===== src/rtl/error_frame_tx.sv =====
// CAN error/overload frame transmitter: flag, superimposed-flag wait, delimiter and intermission.
// Clocked by the bit-rate sample point, so each rising edge is one bit time.
module error_frame_tx #(
    parameter int unsigned FLAG_LEN     = 6,
    parameter int unsigned DELIM_LEN    = 8,
    parameter int unsigned INTER_LEN    = 3,
    parameter int unsigned MAX_OVERLOAD = 2,
    parameter int unsigned EXCESS_LEN   = 8
) (
    input  logic samplePoint,
    input  logic reset,
    input  logic erro,
    input  logic overloadFlag,
    input  logic errorPassive,
    input  logic rxBit,
    output logic txBit,
    output logic frameBusy,
    output logic frameType,
    output logic interframe,
    output logic stuffDisable,
    output logic excessDominant
);

    localparam int CW = 8;

    typedef enum logic [2:0] {StIdle, StFlag, StWaitRec, StDelim, StInter} state_e;

    state_e        state_q, state_d;
    logic [CW-1:0] cnt_q, cnt_d;
    logic [CW-1:0] ovl_q, ovl_d;
    logic [CW-1:0] eq_next;
    logic          passive_q, passive_d;
    logic          last_rx_q, last_rx_d;
    logic          ftype_d;
    logic          excess_d;
    logic          ovl_ok;
    logic          start_err, start_ovl;

    // Overload requests beyond the limit are dropped, never remembered.
    assign ovl_ok = !overloadFlag && (ovl_q < CW'(MAX_OVERLOAD));

    always_comb begin
        state_d   = state_q;
        cnt_d     = cnt_q;
        ovl_d     = ovl_q;
        passive_d = passive_q;
        last_rx_d = last_rx_q;
        ftype_d   = frameType;
        excess_d  = 1'b0;
        eq_next   = '0;
        start_err = 1'b0;
        start_ovl = 1'b0;

        case (state_q)
            StIdle: begin
                if (!erro) start_err = 1'b1;
                else if (ovl_ok) start_ovl = 1'b1;
            end
            StFlag: begin
                if (passive_q) begin
                    // Passive flag ends after FLAG_LEN equal consecutive bus samples.
                    eq_next   = (cnt_q == '0 || rxBit != last_rx_q) ? CW'(1) : cnt_q + CW'(1);
                    last_rx_d = rxBit;
                    if (eq_next == CW'(FLAG_LEN)) begin
                        state_d = StWaitRec;
                        cnt_d   = '0;
                    end else begin
                        cnt_d = eq_next;
                    end
                end else if (cnt_q == CW'(FLAG_LEN - 1)) begin
                    state_d = StWaitRec;
                    cnt_d   = '0;
                end else begin
                    cnt_d = cnt_q + CW'(1);
                end
            end
            StWaitRec: begin
                if (rxBit) begin
                    state_d = StDelim;
                    cnt_d   = CW'(1);
                end else if (cnt_q + CW'(1) == CW'(EXCESS_LEN)) begin
                    excess_d = 1'b1;
                    cnt_d    = '0;
                end else begin
                    cnt_d = cnt_q + CW'(1);
                end
            end
            StDelim: begin
                if (!rxBit || !erro) begin
                    start_err = 1'b1;
                end else if (cnt_q == CW'(DELIM_LEN - 1)) begin
                    state_d = StInter;
                    cnt_d   = '0;
                end else begin
                    cnt_d = cnt_q + CW'(1);
                end
            end
            StInter: begin
                if (!erro) begin
                    start_err = 1'b1;
                end else if (ovl_ok) begin
                    start_ovl = 1'b1;
                end else if (cnt_q == CW'(INTER_LEN - 1)) begin
                    state_d = StIdle;
                    cnt_d   = '0;
                    if (overloadFlag) ovl_d = '0;
                end else begin
                    cnt_d = cnt_q + CW'(1);
                end
            end
            default: begin
                state_d = StIdle;
                cnt_d   = '0;
            end
        endcase

        if (start_err) begin
            state_d   = StFlag;
            cnt_d     = '0;
            ftype_d   = 1'b0;
            ovl_d     = '0;
            passive_d = errorPassive;
        end else if (start_ovl) begin
            state_d   = StFlag;
            cnt_d     = '0;
            ftype_d   = 1'b1;
            ovl_d     = ovl_q + CW'(1);
            passive_d = errorPassive;
        end
    end

    always_ff @(posedge samplePoint or posedge reset) begin
        if (reset) begin
            state_q        <= StIdle;
            cnt_q          <= '0;
            ovl_q          <= '0;
            passive_q      <= 1'b0;
            last_rx_q      <= 1'b1;
            txBit          <= 1'b1;
            frameBusy      <= 1'b0;
            frameType      <= 1'b0;
            interframe     <= 1'b1;
            stuffDisable   <= 1'b0;
            excessDominant <= 1'b0;
        end else begin
            state_q        <= state_d;
            cnt_q          <= cnt_d;
            ovl_q          <= ovl_d;
            passive_q      <= passive_d;
            last_rx_q      <= last_rx_d;
            txBit          <= !(state_d == StFlag && !passive_d);
            frameBusy      <= state_d inside {StFlag, StWaitRec, StDelim};
            stuffDisable   <= state_d inside {StFlag, StWaitRec, StDelim};
            frameType      <= ftype_d;
            interframe     <= state_d inside {StIdle, StInter};
            excessDominant <= excess_d;
        end
    end

endmodule

===== config.mk =====
export PLATFORM = sky130hd
export DESIGN_NAME = error_frame_tx
export DESIGN_NICKNAME = d
export VERILOG_FILES = /design/src/rtl/error_frame_tx.sv
export SDC_FILE = /design/constraint.sdc
export NUM_CORES = 1
export LEC_CHECK = 0
export CORE_MARGIN = 3
export CORE_UTILIZATION = 33
export CTS_BUF_LIST = sky130_fd_sc_hd__clkbuf_16
export DETAILED_ROUTE_END_ITERATION = 10
export GPL_TIMING_DRIVEN = 0
export HOLD_SLACK_MARGIN = 0.03
export PLACE_DENSITY = 0.49
export SLEW_MARGIN = 10
export SYNTH_ARGS = -nofsm -noshare
export SYNTH_HDL_FRONTEND = slang
export SYNTH_SLANG_ARGS = --single-unit

===== constraint.sdc =====
create_clock -name samplePoint -period 2.6 [get_ports samplePoint]
set_input_delay 0.39 -clock samplePoint [delete_from_list [all_inputs] [get_ports samplePoint]]
set_output_delay 0.39 -clock samplePoint [all_outputs]
set_load 0.01 [all_outputs]

# Word level (Yosys, flattened, before mapping)
# Cells that the tools add are included.
word_totals:
  reg_bits: 26
  inputBits: 6
classes:
  n_addsub: 2
  order_cmp: 1
  eq_ne: 19
  mux: 46
  reduce_logical: 23
ops:
  columns: ["operator", "count"]
  rows:
  - ["two-way mux 8 bit", 20]
  - ["case mux 8 bit (5 select lines)", 1]
  - ["two-way mux 3 bit", 11]
  - ["equality test 8 x 3 -> 1 bit (second input constant)", 3]
  - ["adder 8 x 1 -> 8 bit (second input constant)", 2]
  - ["case mux 3 bit (5 select lines)", 1]
  - ["nonzero test 3 bit", 5]
  - ["equality test 3 x 2 -> 1 bit (second input constant)", 4]
  - ["two-way mux 1 bit", 12]
  - ["inequality test 4 bit (second input constant)", 3]
  - ["equality test 8 x 2 -> 1 bit (second input constant)", 1]
  - ["equality test 8 x 4 -> 1 bit (second input constant)", 1]
  - ["zero test 8 bit", 1]
  - ["less-than comparator 8 x 2 -> 1 bit (second input constant)", 1]
  - ["equality test 3 x 1 -> 1 bit (second input constant)", 2]
  - ["equality test 3 bit (second input constant)", 2]
  - ["zero test 3 bit", 2]
  - ["zero test 1 bit", 5]
  - ["AND reduction 5 bit", 1]
  - ["AND reduction 4 bit", 1]
  - ["nonzero test 2 bit", 2]
  - ["inequality test 3 x 1 -> 1 bit (second input constant)", 1]
  - ["inequality test 3 bit (second input constant)", 1]
  - ["logical AND 1 bit", 2]
  - ["5 further kinds", 6]

# Depth between registers and ports, before layout
# Gate-level depths: netlist of the first run.
logic_depth:
  word_depth: 12
  mapped_depth: 9
  mapped_depth_nobuf: 9

# Worst setup path after synthesis of the first run
# No wires, ideal clock.
synth_path:
  kind: "reg-to-reg"
  start: "register cnt_q[0]"
  end: "register stuffDisable"
  arrival_ns: 2.150
  t_required_ns: 2.476
  setup_slack_ns: 0.326
  path_stages_with_launch: 9
  synth_period_minus_slack_ns: 2.274
  path_cell_list: "dfrtp_1 > ha_1 > and3_4 > or3_1 > o211a_1 > nor3_4 > nand2b_1 > a211o_1 > or2_1"
synth_via:
  elab_chain_cells: 11
  elab_cells_between_ends: 23
  classes_between: "add/sub: 1; eq/ne: 7; mux: 12; reduce/logical: 3"
synth_lines:
  columns: ["item", "line", "text"]
  rows:
  - ["start, declared", "29", "logic [CW-1:0] cnt_q, cnt_d;"]
  - ["start signal, assigned", "147", "cnt_q <= cnt_d;"]
  - ["branches (longest 6 deep; another with adder 8 x 1 -> 8 bit)", null, null]
  - ["case mux 3 bit (5 select lines) *", "54", "case (state_q)"]
  - ["two-way mux 3 bit *", "123", "end else if (start_ovl) begin"]
  - ["two-way mux 3 bit *", "117", "if (start_err) begin"]
  - ["net state_d[0]", "28", "state_e state_q, state_d;"]
  - ["equality test 3 x 1 -> 1 bit or equality test 3 x 2 -> 1 bit (tied branches)", "153", "stuffDisable <= state_d inside {StFlag, StWaitRec, StDelim};"]
  - ["nonzero test 3 bit *", "153", null]
  - ["end signal, assigned", "153", null]
  - ["end, declared", "20", "output logic stuffDisable,"]
# Mark *: on every way through the listed nets, which the timed path passes.
# A chain may end at the register's enable or synchronous reset.

# Worst setup path after layout of the first run
layout_path:
  start: "register cnt_q[1]"
  end: "register stuffDisable"
# Same word-level chain as after synthesis.

==> results of run 1 <==
-- path summary, 6_finish.rpt --
path	slack, ns	to	cells after the start	start
max in group asynchronous	1.25	cnt_q[0]	2	reset
hold / removal	0.49	last_rx_q	2	last_rx_q
setup reg to reg	0.09	stuffDisable	8	cnt_q[1]
hold reg to reg	0.49	last_rx_q	2	last_rx_q
min in group asynchronous	0.67	excessDominant	2	reset
setup / recovery	0.09	stuffDisable	8	cnt_q[1]
-- metal layers --
layer | part of all wire | vias to the layer above | wire length [um]
li1 | - | 717 | -
met1 | 0.50 | 709 | 2035
met2 | 0.45 | 33 | 1838
met3 | 0.035 | 5 | 143
met4 | 0.015 | 0 | 61
met5 | 0 | - | 0
-- cell families (layout without fill, tap and decap cells) --
family / after synthesis / in the layout / share of synthesized area
xor+xnor: 3 / 3 / 0.01532
buf+inv: 21 / 35 / 0.05689
flops: 26 / 26 / 0.3815
mux: 2 / 2 / 0.01240
compound gates: 54 / 54 / 0.2349
simple gates: 77 / 77 / 0.2626
fa+ha+maj: 5 / 5 / 0.03647
-- area by class of cell --
| cell class | count | area, sq um | share of cell area |
|---|---|---|---|
| clock buffers | 3 | 75.07 | 0.03781 |
| clock inverters | 1 | 3.754 | 0.001890 |
| multi-input cells | 141 | 969.7 | 0.4883 |
| flip-flops and latches | 26 | 655.6 | 0.3302 |
| inverters | 9 | 33.78 | 0.01701 |
| plain buffers | 12 | 63.81 | 0.03214 |
| repair buffers | 10 | 100.1 | 0.05041 |
| well taps | 67 | 83.83 | 0.04222 |
-- critical path, cell delays in order, from the launching register on --
cell and delay, ns:
sky130_fd_sc_hd__dfrtp_1 0.48, sky130_fd_sc_hd__ha_1 0.31, sky130_fd_sc_hd__and3_4 0.23, sky130_fd_sc_hd__or3_1 0.30, sky130_fd_sc_hd__o211a_1 0.15, sky130_fd_sc_hd__nor3_4 0.26, sky130_fd_sc_hd__nand2b_1 0.11, sky130_fd_sc_hd__a211o_1 0.34
sky130_fd_sc_hd__or2_1 0.21
-- layout by cell type (no fill, tap or decap), drive strengths merged, types with 2 or more instances in the layout --
master          n
a21oi          11
nand4b          2
and4            3
a31oi           4
clkbuf          7
o21ai          13
xor2            2
dfstp           3
clkdlybuf4s50  10
and3            4
or2             4
and2            2
nand2b          6
a21o            4
dfrtp          23
ha              5
buf             8
a41oi           2
nor3b           2
nand3           8
inv             9
nor2           19
a22o            2
nor3            2
a211oi          2
nand2          14
nor2b           2
o211a           2
nor4            5
a31o            4
o211ai          2
-- through the flow --
step                      worst slack (ns)  area, sq um
after CTS                          0.06113         1978
after detailed placement          -0.08789         1899
after global placement            -0.03895         1899
final                              0.08909         1986
after global routing              0.004251         1986
after floorplan                     0.3258         1715
-- state kept, by name, summed over array words and instances (netlist names) --
signal / cells
cnt_q: 8
excessDominant: 1
frameType: 1
interframe: 1
last_rx_q: 1
ovl_q: 8
passive_q: 1
state_q: 3
stuffDisable: 1
txBit: 1
-- synthesized netlist by cell type (2+ instances only) --
cell type	instances	area share
sky130_fd_sc_hd__dfrtp_1	23	0.34
sky130_fd_sc_hd__nor2_1	19	0.042
sky130_fd_sc_hd__nand2_1	14	0.031
sky130_fd_sc_hd__a21oi_1	11	0.032
sky130_fd_sc_hd__inv_1	9	0.020
sky130_fd_sc_hd__nand3_1	8	0.023
sky130_fd_sc_hd__o21ai_1	8	0.023
sky130_fd_sc_hd__buf_2	6	0.018
sky130_fd_sc_hd__nand2b_1	6	0.022
sky130_fd_sc_hd__ha_1	5	0.036
sky130_fd_sc_hd__o21ai_0	5	0.015
sky130_fd_sc_hd__a31oi_1	4	0.015
sky130_fd_sc_hd__clkbuf_1	4	0.0088
sky130_fd_sc_hd__a21o_1	3	0.013
sky130_fd_sc_hd__a31o_2	3	0.015
sky130_fd_sc_hd__and3_1	3	0.011
sky130_fd_sc_hd__and4_1	3	0.015
sky130_fd_sc_hd__dfstp_2	3	0.046
sky130_fd_sc_hd__nor4_1	3	0.011
sky130_fd_sc_hd__or2_2	3	0.011
sky130_fd_sc_hd__a211oi_1	2	0.0088
sky130_fd_sc_hd__a22o_1	2	0.010
sky130_fd_sc_hd__a41oi_1	2	0.010
sky130_fd_sc_hd__and2_1	2	0.0073
sky130_fd_sc_hd__nand4b_1	2	0.010
sky130_fd_sc_hd__nor2b_1	2	0.0073
sky130_fd_sc_hd__nor3b_1	2	0.0088
sky130_fd_sc_hd__o211a_1	2	0.012
sky130_fd_sc_hd__o211ai_1	2	0.0088
sky130_fd_sc_hd__xor2_1	2	0.010
-- timing repair --
item / in CTS / in global routing
endpoints found under the hold margin: 0 / 0
endpoints found under the setup margin: 0 / 6
resized for setup: 0 / 2
-- report_power, final --
part | switching (mW) | internal [mW]
logic | 0.484 | 0.396
clock network | 0.158 | 0.207
registers | 0.0823 | 0.505
==> flow_summary.rst, run 1 <==
.. list-table::
   :header-rows: 1

   * - Metric
     - Value
   * - Number of max-cap violations
     - 0
   * - Routing usage on met1
     - 0.1961
   * - Share of layout cells above drive strength 1
     - 0.1584
   * - Routing usage on met2
     - 0.2200
   * - Floorplan die area
     - 6100 sq um
   * - Via density per instance
     - between 5 and 6
   * - Filler cells
     - approximately 510
   * - Maximum level of the CTS H-tree
     - 1
   * - Area of the mapped netlist
     - 1715 sq um
   * - Unrepaired setup endpoints after global routing
     - no
   * - Max Root-Sink Buffers
     - 2
   * - Die Width
     - 78.10 um
   * - Final period util
     - 0.9657
   * - Time the final worst path needs with I/O delays and setup
     - 2.511 ns
   * - Fraction of the yosys area taken by sequential cells
     - 0.3815
   * - Initial core utilization
     - 0.3515
   * - Wire length of the first global-routing pass
     - 6.810 mm
   * - Floorplan core area
     - 4880 sq um
   * - Final std cells w/o fill
     - 269
   * - Mapped Cells
     - approximately 190
   * - Clk root buf
     - sky130_fd_sc_hd__clkbuf_16
   * - Data required time of the worst path
     - roughly 2.8 ns
   * - Count of nets left with antenna violations after detail routing
     - 0
   * - Mean post-synth cell area
     - 9.124 sq um
   * - Power per cell area
     - 922.7 nW/um^2
   * - Largest net degree at the start of global routing
     - 27
   * - Post-DR wirelength/cell
     - between 15 and 20 um
   * - Placed cells
     - 265
   * - Least-Margin Pin Slew
     - 1.027 ns
   * - Detailed placement HPWL
     - 2.931 mm
   * - Number of buffers inserted by port buffering
     - 10
   * - Share of synthesized registers carrying an async set or reset
     - 1.000
   * - Global Route Usage Sum
     - 0.1402
   * - Path type of the worst min-delay path
     - register to register
   * - Setup TNS
     - 0 ns
   * - Layout net count
     - 214
   * - Overflow after GRT
     - 0
   * - Number of enable flip-flop cells after synthesis
     - 0
   * - Maximum fanout count along the critical path
     - 7
   * - Clock Skews
     - between 0.003 and 0.004 ns
   * - Busiest metal layer after global routing
     - met2
   * - Final setup violation count
     - 0
   * - Critical path launch point type
     - register
   * - Number of search-and-repair iterations in the first detailed-routing pass
     - 4
   * - Endpoint class of the critical path
     - register
   * - Num CTS Buffers
     - 3
   * - Hold-fix buffers, CTS
     - 0
   * - DRC Markers
     - 0
   * - Max rail drop VDD
     - between 0.0002 and 0.0003 V
   * - Final GP Congestion
     - 0.8100
   * - Met3 global-route usage
     - 0.02179
   * - Final number of max-transition violations
     - 0
   * - Vertical die dimension
     - 78.10 um
   * - Dominant register cell in the synthesized netlist
     - sky130_fd_sc_hd__dfrtp_1
   * - Max Clock Freq
     - 0.3983 GHz
   * - Worst skew pair latency
     - 0.27 ns
   * - Total inserted antenna cells
     - 0
   * - CTS tree
     - done
   * - Worst hold slack across all endpoints
     - 0.4920 ns
   * - Post-detailed-routing wire length
     - 4.078 mm
   * - Critical path arrival
     - 2.67 ns
   * - Overall power
     - about 1.8 mW
   * - Top-level port count
     - 12
   * - Vias post-DR
     - approximately 1.5k
   * - Number of global-route vias before repair
     - 1397
   * - Critical Setup Path Class
     - register to register
   * - Number of buffers inserted to repair setup after CTS
     - 0
   * - Clock edge transition at the registers on the reported setup and hold paths
     - 0.07 ns
   * - Max-slew headroom at the worst pin
     - 0.3143
   * - Clock sinks
     - 26
   * - Syn. warnings
     - 0
   * - Count of different cell masters after synthesis
     - 55
   * - Number of flip-flops and latches in the synthesized netlist
     - 26
   * - Count of final hold-check violations
     - 0
   * - Area delta synth->final
     - 15.75%
   * - Final Core Density
     - 0.4069
   * - # rows
     - 25
   * - Syn nets
     - 199
   * - Number of antenna violations at the first check in global routing
     - 0
   * - Detailed router's first-iteration violation count
     - roughly 120
   * - Run status
     - complete, no violations
   * - Leakage dissipation
     - a little under 0.9 nW
Note: power is estimated with default switching activity, not from simulation.
==> inputs of run 2 (changes only) <==
--- a/config.mk
+++ b/config.mk
@@ -8,6 +8,7 @@
 export CORE_MARGIN = 3
 export CORE_UTILIZATION = 33
 export CTS_BUF_LIST = sky130_fd_sc_hd__clkbuf_16
+export CTS_CLUSTER_DIAMETER = 200
 export DETAILED_ROUTE_END_ITERATION = 10
 export GPL_TIMING_DRIVEN = 0
 export HOLD_SLACK_MARGIN = 0.03
==> results of run 2 <==
Final layout, timing and power as in run 1 (identical DEF).
